--- config.mk ---
export PLATFORM = sky130hd
export DESIGN_NAME = update_knn20_udiv_seq_flat
export DESIGN_NICKNAME = d
export VERILOG_FILES = /design/src/rtl/update_knn20_udiv_seq_if.sv /design/src/rtl/update_knn20_udiv_seq.sv /design/src/flat_wrapper.sv
export SDC_FILE = /design/constraint.sdc
export NUM_CORES = 1
export LEC_CHECK = 0
export BUFFER_PORTS_ARGS = -buffer_cell sky130_fd_sc_hd__buf_4
export CORE_MARGIN = 5
export CORE_UTILIZATION = 58
export DETAILED_ROUTE_END_ITERATION = 7
export PLACE_DENSITY_LB_ADDON = 0.1
export SLEW_MARGIN = 20
export SYNTH_ARGS = -nofsm -noshare
export SYNTH_HDL_FRONTEND = slang
export SYNTH_SLANG_ARGS = --single-unit
--- constraint.sdc ---
create_clock -name clk -period 4.87 [get_ports clk]
set_input_delay 0.2435 -clock clk [delete_from_list [all_inputs] [get_ports clk]]
set_output_delay 0.2435 -clock clk [all_outputs]
set_load 0.02 [all_outputs]
--- src/rtl/update_knn20_udiv_seq_if.sv ---
// Handshake and data bundle for update_knn20_udiv_seq.
// Signals:
//   ce, start  - clock enable and request (master -> slave)
//   din0, din1 - dividend and divisor (master -> slave)
//   busy, done - status; done pulses for one ce cycle when results are valid
//   dout, rem  - saturated quotient and remainder
//   ovf, dz    - quotient overflow and divide-by-zero flags
interface update_knn20_udiv_seq_if #(
    parameter int unsigned DIVIDEND_WIDTH = 32,
    parameter int unsigned DIVISOR_WIDTH  = 15,
    parameter int unsigned QUOTIENT_WIDTH = 17
);
    logic                      ce;
    logic                      start;
    logic [DIVIDEND_WIDTH-1:0] din0;
    logic [DIVISOR_WIDTH-1:0]  din1;
    logic                      busy;
    logic                      done;
    logic [QUOTIENT_WIDTH-1:0] dout;
    logic [DIVISOR_WIDTH-1:0]  rem;
    logic                      ovf;
    logic                      dz;

    modport master (
        output ce, start, din0, din1,
        input  busy, done, dout, rem, ovf, dz
    );

    modport slave (
        input  ce, start, din0, din1,
        output busy, done, dout, rem, ovf, dz
    );
endinterface

--- src/rtl/update_knn20_udiv_seq.sv ---
// Sequential unsigned restoring divider: one quotient bit per ce=1 cycle.
// Ports:
//   clk  - clock, all state on the rising edge
//   rst  - asynchronous active-high reset
//   bus  - update_knn20_udiv_seq_if slave modport (ce/start/din0/din1 in,
//          busy/done/dout/rem/ovf/dz out)
// Optional feature: define UPDATE_KNN20_UDIV_ROUND_EN to add a ROUND state
// (round-half-up quotient, one extra ce cycle of latency).
module update_knn20_udiv_seq #(
    parameter int unsigned DIVIDEND_WIDTH = 32,
    parameter int unsigned DIVISOR_WIDTH  = 15,
    parameter int unsigned QUOTIENT_WIDTH = 17
) (
    input logic                    clk,
    input logic                    rst,
    update_knn20_udiv_seq_if.slave bus
);
    localparam int unsigned CntW = $clog2(DIVIDEND_WIDTH);
    localparam logic [CntW-1:0] LastCnt = CntW'(DIVIDEND_WIDTH - 1);

    typedef enum logic [1:0] {
        StIdle  = 2'd0,
        StCalc  = 2'd1,
        StRound = 2'd2,
        StDone  = 2'd3
    } state_e;

    state_e                      state_q, state_d;
    logic [CntW-1:0]             cnt_q, cnt_d;
    logic [DIVIDEND_WIDTH-1:0]   dividend_q, dividend_d;
    logic [DIVISOR_WIDTH-1:0]    divisor_q, divisor_d;
    logic [DIVIDEND_WIDTH-1:0]   quot_q, quot_d;
    logic [DIVISOR_WIDTH:0]      part_q, part_d;
    logic [QUOTIENT_WIDTH-1:0]   dout_q, dout_d;
    logic [DIVISOR_WIDTH-1:0]    rem_q, rem_d;
    logic                        ovf_q, ovf_d;
    logic                        dz_q, dz_d;

    logic [DIVISOR_WIDTH:0]      shifted;
    logic                        ge;
    logic [DIVISOR_WIDTH:0]      part_nx;
    logic [DIVIDEND_WIDTH-1:0]   quot_nx;
    logic [DIVIDEND_WIDTH-1:0]   fin_quot;
    logic [DIVISOR_WIDTH:0]      fin_part;
    logic                        round_up;
    logic [DIVIDEND_WIDTH:0]     quot_rnd;
    logic                        sat;
    logic                        load_out;

    always_comb begin
        state_d    = state_q;
        cnt_d      = cnt_q;
        dividend_d = dividend_q;
        divisor_d  = divisor_q;
        quot_d     = quot_q;
        part_d     = part_q;
        dout_d     = dout_q;
        rem_d      = rem_q;
        ovf_d      = ovf_q;
        dz_d       = dz_q;
        load_out   = 1'b0;

        // One restoring step; the partial remainder is always < divisor, so
        // the shifted value never needs more than DIVISOR_WIDTH+1 bits.
        shifted = {part_q[DIVISOR_WIDTH-1:0], dividend_q[LastCnt - cnt_q]};
        ge      = (shifted >= {1'b0, divisor_q});
        part_nx = ge ? (shifted - {1'b0, divisor_q}) : shifted;
        quot_nx = {quot_q[DIVIDEND_WIDTH-2:0], ge};

`ifdef UPDATE_KNN20_UDIV_ROUND_EN
        fin_quot = quot_q;
        fin_part = part_q;
        round_up = ({part_q, 1'b0} >= {2'b00, divisor_q});
`else
        fin_quot = quot_nx;
        fin_part = part_nx;
        round_up = 1'b0;
`endif
        // Extra top bit catches a rounding carry out of the full quotient.
        quot_rnd = {1'b0, fin_quot} + (DIVIDEND_WIDTH + 1)'(round_up);
        sat      = |(quot_rnd >> QUOTIENT_WIDTH);

        unique case (state_q)
            StIdle: begin
                if (bus.start) begin
                    dividend_d = bus.din0;
                    divisor_d  = bus.din1;
                    cnt_d      = '0;
                    part_d     = '0;
                    quot_d     = '0;
                    state_d    = StCalc;
                end
            end
            StCalc: begin
                part_d = part_nx;
                quot_d = quot_nx;
                cnt_d  = cnt_q + CntW'(1);
                if (cnt_q == LastCnt) begin
`ifdef UPDATE_KNN20_UDIV_ROUND_EN
                    state_d = StRound;
`else
                    state_d  = StDone;
                    load_out = 1'b1;
`endif
                end
            end
            StRound: begin
                state_d  = StDone;
                load_out = 1'b1;
            end
            StDone: begin
                state_d = StIdle;
            end
            default: state_d = StIdle;
        endcase

        if (load_out) begin
            if (divisor_q == '0) begin
                dout_d = '1;
                rem_d  = dividend_q[DIVISOR_WIDTH-1:0];
                ovf_d  = 1'b0;
                dz_d   = 1'b1;
            end else begin
                dout_d = sat ? '1 : quot_rnd[QUOTIENT_WIDTH-1:0];
                rem_d  = fin_part[DIVISOR_WIDTH-1:0];
                ovf_d  = sat;
                dz_d   = 1'b0;
            end
        end
    end

    always_ff @(posedge clk or posedge rst) begin
        if (rst) begin
            state_q    <= StIdle;
            cnt_q      <= '0;
            dividend_q <= '0;
            divisor_q  <= '0;
            quot_q     <= '0;
            part_q     <= '0;
            dout_q     <= '0;
            rem_q      <= '0;
            ovf_q      <= 1'b0;
            dz_q       <= 1'b0;
        end else if (bus.ce) begin
            state_q    <= state_d;
            cnt_q      <= cnt_d;
            dividend_q <= dividend_d;
            divisor_q  <= divisor_d;
            quot_q     <= quot_d;
            part_q     <= part_d;
            dout_q     <= dout_d;
            rem_q      <= rem_d;
            ovf_q      <= ovf_d;
            dz_q       <= dz_d;
        end
    end

    assign bus.busy = (state_q != StIdle);
    assign bus.done = (state_q == StDone);
    assign bus.dout = dout_q;
    assign bus.rem  = rem_q;
    assign bus.ovf  = ovf_q;
    assign bus.dz   = dz_q;
endmodule

--- src/flat_wrapper.sv ---
// flat-port wrapper written by rule: the top's interface ports become plain ports
module update_knn20_udiv_seq_flat 
#(
    parameter int unsigned DIVIDEND_WIDTH = 32,
    parameter int unsigned DIVISOR_WIDTH  = 15,
    parameter int unsigned QUOTIENT_WIDTH = 17
)
  (clk, rst, bus_ce, bus_start, bus_din0, bus_din1, bus_busy, bus_done, bus_dout, bus_rem, bus_ovf, bus_dz);
  update_knn20_udiv_seq_if #(.DIVIDEND_WIDTH(DIVIDEND_WIDTH), .DIVISOR_WIDTH(DIVISOR_WIDTH), .QUOTIENT_WIDTH(QUOTIENT_WIDTH)) bus_i ();
  input logic clk;
  input logic rst;
  input wire logic [$bits(bus_i.ce)-1:0] bus_ce;
  input wire logic [$bits(bus_i.start)-1:0] bus_start;
  input wire logic [$bits(bus_i.din0)-1:0] bus_din0;
  input wire logic [$bits(bus_i.din1)-1:0] bus_din1;
  output wire logic [$bits(bus_i.busy)-1:0] bus_busy;
  output wire logic [$bits(bus_i.done)-1:0] bus_done;
  output wire logic [$bits(bus_i.dout)-1:0] bus_dout;
  output wire logic [$bits(bus_i.rem)-1:0] bus_rem;
  output wire logic [$bits(bus_i.ovf)-1:0] bus_ovf;
  output wire logic [$bits(bus_i.dz)-1:0] bus_dz;
  assign bus_i.ce = bus_ce;
  assign bus_i.start = bus_start;
  assign bus_i.din0 = bus_din0;
  assign bus_i.din1 = bus_din1;
  assign bus_busy = bus_i.busy;
  assign bus_done = bus_i.done;
  assign bus_dout = bus_i.dout;
  assign bus_rem = bus_i.rem;
  assign bus_ovf = bus_i.ovf;
  assign bus_dz = bus_i.dz;
  update_knn20_udiv_seq #(.DIVIDEND_WIDTH(DIVIDEND_WIDTH), .DIVISOR_WIDTH(DIVISOR_WIDTH), .QUOTIENT_WIDTH(QUOTIENT_WIDTH)) u_core (.clk(clk), .rst(rst), .bus(bus_i));
endmodule
# After elaboration in Yosys (flattened, before gate mapping)
# Cells that the tools add are included.
dict set report totals {
  latchBits 0
  rom_bits 0
  mem_bits_rw 0
  reg_bits 134
  inputBits 51
  memories 0
}
dict set report classes {
  order_cmp 2
  n_eq_ne 6
  shift 0
  mux 19
  n_reduce_logical 9
  multipliers 0
  div 0
  bitwise_logic 0
  add_sub_neg 3
}
# op count
set ops {}
lappend ops {{case mux 31 bit (2 select lines)} 1}
lappend ops {{two-way mux 15 bit} 3}
lappend ops {{two-way mux 17 bit} 2}
lappend ops {{two-way mux 31 bit} 1}
lappend ops {{case mux 15 bit (2 select lines)} 1}
lappend ops {{>= comparator 16 x 15 -> 1 bit} 1}
lappend ops {{zero test 15 bit} 1}
lappend ops {{OR reduction 15 bit} 1}
lappend ops {{subtractor 15 bit} 1}
lappend ops {{case mux 5 bit (2 select lines)} 1}
lappend ops {{AND reduction 3 bit} 3}
lappend ops {{case mux 2 bit (4 select lines)} 1}
lappend ops {{less-than comparator 5 x 6 -> 1 bit (second input constant)} 1}
lappend ops {{adder 5 x 1 -> 5 bit (second input constant)} 1}
lappend ops {{binary-select mux 1 bit (select 5 bit)} 1}
lappend ops {{== test 5 bit (second input constant)} 1}
lappend ops {{two-way mux 5 bit} 1}
lappend ops {{subtractor 5 bit (first input constant)} 1}
lappend ops {{== test 2 bit (second input constant)} 2}
lappend ops {{two-way mux 1 bit} 4}
lappend ops {{two-way mux 2 bit} 2}
lappend ops {{nonzero test 2 bit} 2}
lappend ops {{== test 2 x 1 -> 1 bit (second input constant)} 1}
lappend ops {{zero test 2 bit} 1}
lappend ops {{4 further kinds} 4}

# Longest topological paths before layout
dict set report depth {
  word_depth 6
  ltp_mapped 15
  mapped_depth_nobuf 13
}

# Worst setup path before layout
# OpenSTA, ideal clock, no wires.
dict set report synth_timing {
  path_type {register to register}
  from {register u_core.cnt_q[0]}
  to {register u_core.part_q[10]}
  n_path_buf 1
  setup_ns 0.134
  path_stages_with_launch 15
  synth_period_minus_slack_ns 3.543
  path_slack_ns 1.327
  t_arrival_ns 3.409
  cell_sequence {dfrtp_1 buf_4 mux4_2 mux4_2 mux2i_1 ha_1 inv_1 fa_1 nand3_1 a21oi_1 o21a_1 o21a_1 or3_1 a31oi_1 o21ai_0}
}
dict set report synth_between {
  elab_chain_cells 6
}
# item line_no
set synth_lines {}
lappend synth_lines {{start, declared} update_knn20_udiv_seq.sv:29} ;# logic [CntW-1:0] cnt_q, cnt_d;
lappend synth_lines {{start signal, assigned} update_knn20_udiv_seq.sv:146} ;# cnt_q <= cnt_d;
lappend synth_lines {{subtractor 5 bit (*)} update_knn20_udiv_seq.sv:65} ;# shifted = {part_q[DIVISOR_WIDTH-1:0], dividend_q[LastCnt - cnt_q]};
lappend synth_lines {{binary-select mux 1 bit (select 5 bit) (*)} update_knn20_udiv_seq.sv:65}
lappend synth_lines {{two-way mux 1 bit (implied by the code) (*)} update_knn20_udiv_seq.sv:65}
lappend synth_lines {{subtractor 15 bit / >= comparator 16 x 15 -> 1 bit (equally long branches)} {update_knn20_udiv_seq.sv:67, update_knn20_udiv_seq.sv:66}}
lappend synth_lines {{two-way mux 15 bit (*)} update_knn20_udiv_seq.sv:67} ;# part_nx = ge ? (shifted - {1'b0, divisor_q}) : shifted;
lappend synth_lines {{case mux 15 bit (2 select lines) (*)} update_knn20_udiv_seq.sv:83} ;# unique case (state_q)
lappend synth_lines {{end signal, assigned} update_knn20_udiv_seq.sv:150} ;# part_q <= part_d;
lappend synth_lines {{end, declared} update_knn20_udiv_seq.sv:33} ;# logic [DIVISOR_WIDTH:0] part_q, part_d;
# Every way passes the cells marked *; elsewhere a longest branch is shown, timed or not. The select of a mux whose other input is x is not followed.
# A chain may end at the register's enable or synchronous reset.

# Final worst setup path
dict set report layout_timing {
  from {register u_core.cnt_q[0]}
  to {register u_core.part_q[9]}
}
# Same word-level chain as after synthesis.

==> reports/metrics.yaml <==
cts_root_buffer: "clkbuf_8"
grt_pass1_vias: 5306
rsz0062_at_grt: "no"
die_area_sq_um: 13300
grt_max_degree: 89
ys.warnings.count: 0
cts_sinks: 134
fin_ws_ns: 0.568
grt-ovfl-total: 0
clock_skew_ns: 0.00734
ys_top_cells_by_area: "dfrtp_1 52%, mux2_2 8.4%, nand2_1 4.9%"
critical-path-slowest-cell: "dfrtp_1"
drtIter0Drc: 410
diodes: 0
crit_chain: "mux4_2 -> mux4_2 -> mux2i_1 -> ha_1 -> inv_1 -> fa_1 -> nand3_1 -> a31oi_1 -> nor3_1 -> o21ai_2 -> o21ai_0 -> o21ai_0"
cp.arrival_ns: 4.70
portBuffers: 86
cts_resized: 0
p_int_uw: 3560
grt_most_used_layer: "met2"
p_seq_frac: 0.332
fp.dieW_um: 115
multi_input_area_sq_um: 2900
relSlewSlack: 0.321
worst-path-max-fanout: 24
grt_pass1_wl_mm: 26.4
yosysTopAreaCell: "dfrtp_1"
hold_end: "u_core.state_q[0]"
core_area_sq_um: 10900
ys.flop_type: "dfrtp_1"
finalWirelength_mm: 16.0
max_stage_delay_ns: 0.72
crit_buf_inv: 1
io_pins: 87
synth_area_sq_um: 6450
synthesis.nets: 681
crit_type: "reg -> reg"
post-route-period-util: 0.883
regArea_sq_um: 3350
reg2reg_setup_slack_ns: 0.57
max-vdd-ir-drop_mv: 0.395
p_comb_frac: 0.436
h-tree-depth: 4
cp-start-kind: "register"
p_leak_uw: 0.00399
cts_buffers: 17
ys_types: 43
syn_inst: 607
tritoncts: "done"
crit_path_start: "u_core.cnt_q[0]"
maxCapViolations: 0
drtPass1Iterations: 5
fp.dieH_um: 115
antenna_found_initial: 0
drtAntennaViolNets: 0
hold_class: "in -> reg"
avgSynthCellArea_sq_um: 10.6
status: "finished, final reports clean"
swShare: 0.382
num_rows: 38
timing.rr.end: "u_core.part_q[9]"
initial_core_util: 0.593
cp_top_family: "multiplexers"
via_count: 5184
reg2reg_from: "u_core.cnt_q[0]"
drc: 0
gp_congestion: 0.925
slew_viol_final: 0
r2r_cells: 12
fin_util: 0.762
hold_violations: 0
layout_min_cycle_time_ns: 4.30
clk_latency_ns: 0.53
use_met1: 0.328
async_flop_share: 1.00
hp-start: "bus_ce"
drive_gt1_frac: 0.248
ys_seq_area_frac: 0.520
power_frac_clock: 0.232
area_delta_synth_final_pct: 28.6
dp_hpwl_mm: 10.2
cts.clk_slew.worst_paths_ns: 0.06
synth_edf_count: 0
wl_per_cell_um: 18.0
met2_usage: 0.419
cp.required_ns: 5.27
final.setup.tns_ns: 0
critPathCaptureType: "register"
pre_cts_ws_ns: 0.640
ys_seq_elements: 134
power_density_nw_per_um2: 693
via_per_inst: 5.86
met3_usage: 0.0559
final.fill_count: 731
nets: 806
clockBufferDepth: 2
synth_top_area_share: 0.520
fmaxAchievable_mhz: 232
p_sw_uw: 2200
tightestPinTransition_ns: 1.02
final-setup-viol-count: 0
grt_usage: 0.255
cts_setup_buffers: 0
hold_depth: 4
## cells by family after synthesis
kind of cell,synth area share
AO/OA/AOI/OAI,0.113
XOR/XNOR,0.0109
adder cells (fa/ha/maj),0.0458
buffers and inverters,0.0335
flip-flops,0.520
multiplexers,0.134
AND/OR/NAND/NOR,0.143
## state kept, by name, indices dropped and copies added, names as in the netlist
register / cells
u_core.quot_q: 31
u_core.part_q: 15
u_core.divisor_q: 15
u_core.state_q: 2
u_core.dividend_q: 32
u_core.bus.dout: 17
u_core.bus.dz: 1
u_core.cnt_q: 5
u_core.bus.rem: 15
u_core.bus.ovf: 1
## synthesized netlist by cell type (all sizes together), types with 9 or more instances
cell type / number
nand3: 51
a21oi: 30
and3: 11
mux4: 10
nand2: 84
clkbuf: 28
o22a: 17
nor2: 16
dfrtp: 134
inv: 23
mux2: 49
ha: 22
o21ai: 46
mux2i: 9
## worst min-delay path, stage by stage
cell     delay, ns
buf_4         0.14
o21a_1        0.14
o21ai_0       0.15
o21ai_0       0.10
## metal layers
layer | share of wire | wire length, um
met5 | 0 | 0
met4 | 0.031 | 493
met3 | 0.065 | 1040
met2 | 0.50 | 7960
met1 | 0.41 | 6460
## per-stage QoR
stage	total power, uW	hold slack (ns)	cell area (sq um)	instances
finish	5760	0.299	8300	885
global route	6110	0.316	8300	885
CTS	5740	0.0135	8290	884
detailed placement	4330	0.462	7200	805
global placement	4250	0.458	7200	805
floorplan	3610	0.394	6450	607
## layout make-up
| cell class | count | area share |
|---|---|---|
| Tap cell | 140 | 0.0211 |
| Sequential cell | 134 | 0.404 |
| Multi-Input combinational cell | 417 | 0.349 |
| Timing Repair Buffer | 139 | 0.140 |
| Clock buffer | 20 | 0.0537 |
| Clock inverter | 12 | 0.0210 |
| Inverter | 23 | 0.0110 |
## how the worst max path moves through the flow
stage | end | slack [ns] | cells past startpoint
floorplan | u_core.bus.dout[0] | 1.04 | 1
global placement | u_core.bus.rem[0] | 0.82 | 12
detailed placement | u_core.part_q[9] | 0.64 | 12
CTS | u_core.part_q[9] | 0.60 | 12
global route | u_core.part_q[9] | 0.20 | 12
finish | u_core.part_q[9] | 0.57 | 12
## cells in the final DEF, fill, tap and decap left out, types with 3 or more instances in the layout
master	n
nand3_1	50
nand2_1	84
xnor2_1	7
a211oi_1	4
and3_1	11
nand4_1	5
mux2i_1	9
nor4_1	6
bufinv_16	4
buf_4	91
or3_1	8
o21ai_0	43
nor2b_1	3
clkinv_2	4
nor3_1	6
dfrtp_1	134
and2_1	3
clkbuf_16	16
o21a_1	6
clkbuf_8	3
a21o_1	4
o22a_1	17
mux4_2	10
inv_1	22
ha_1	22
a21oi_1	30
mux2_2	48
a31oi_1	6
nor2_1	16
dlygate4sd3_1	48
## power groups by stage
stage               Combinational [uW]  Clock [uW]  Sequential (uW)
finish                            2510        1340             1910
global route                      2750        1400             1960
CTS                               2490        1350             1900
detailed placement                2420           0             1910
global placement                  2350           0             1900
floorplan                         1690           0             1910
## repair_timing
item                                    4_1_cts  5_1_grt
hold buffers                                 47        1
endpoints found under the setup margin        0        0
endpoints found under the hold margin        47       87
Power figures use the tool's default switching activity.
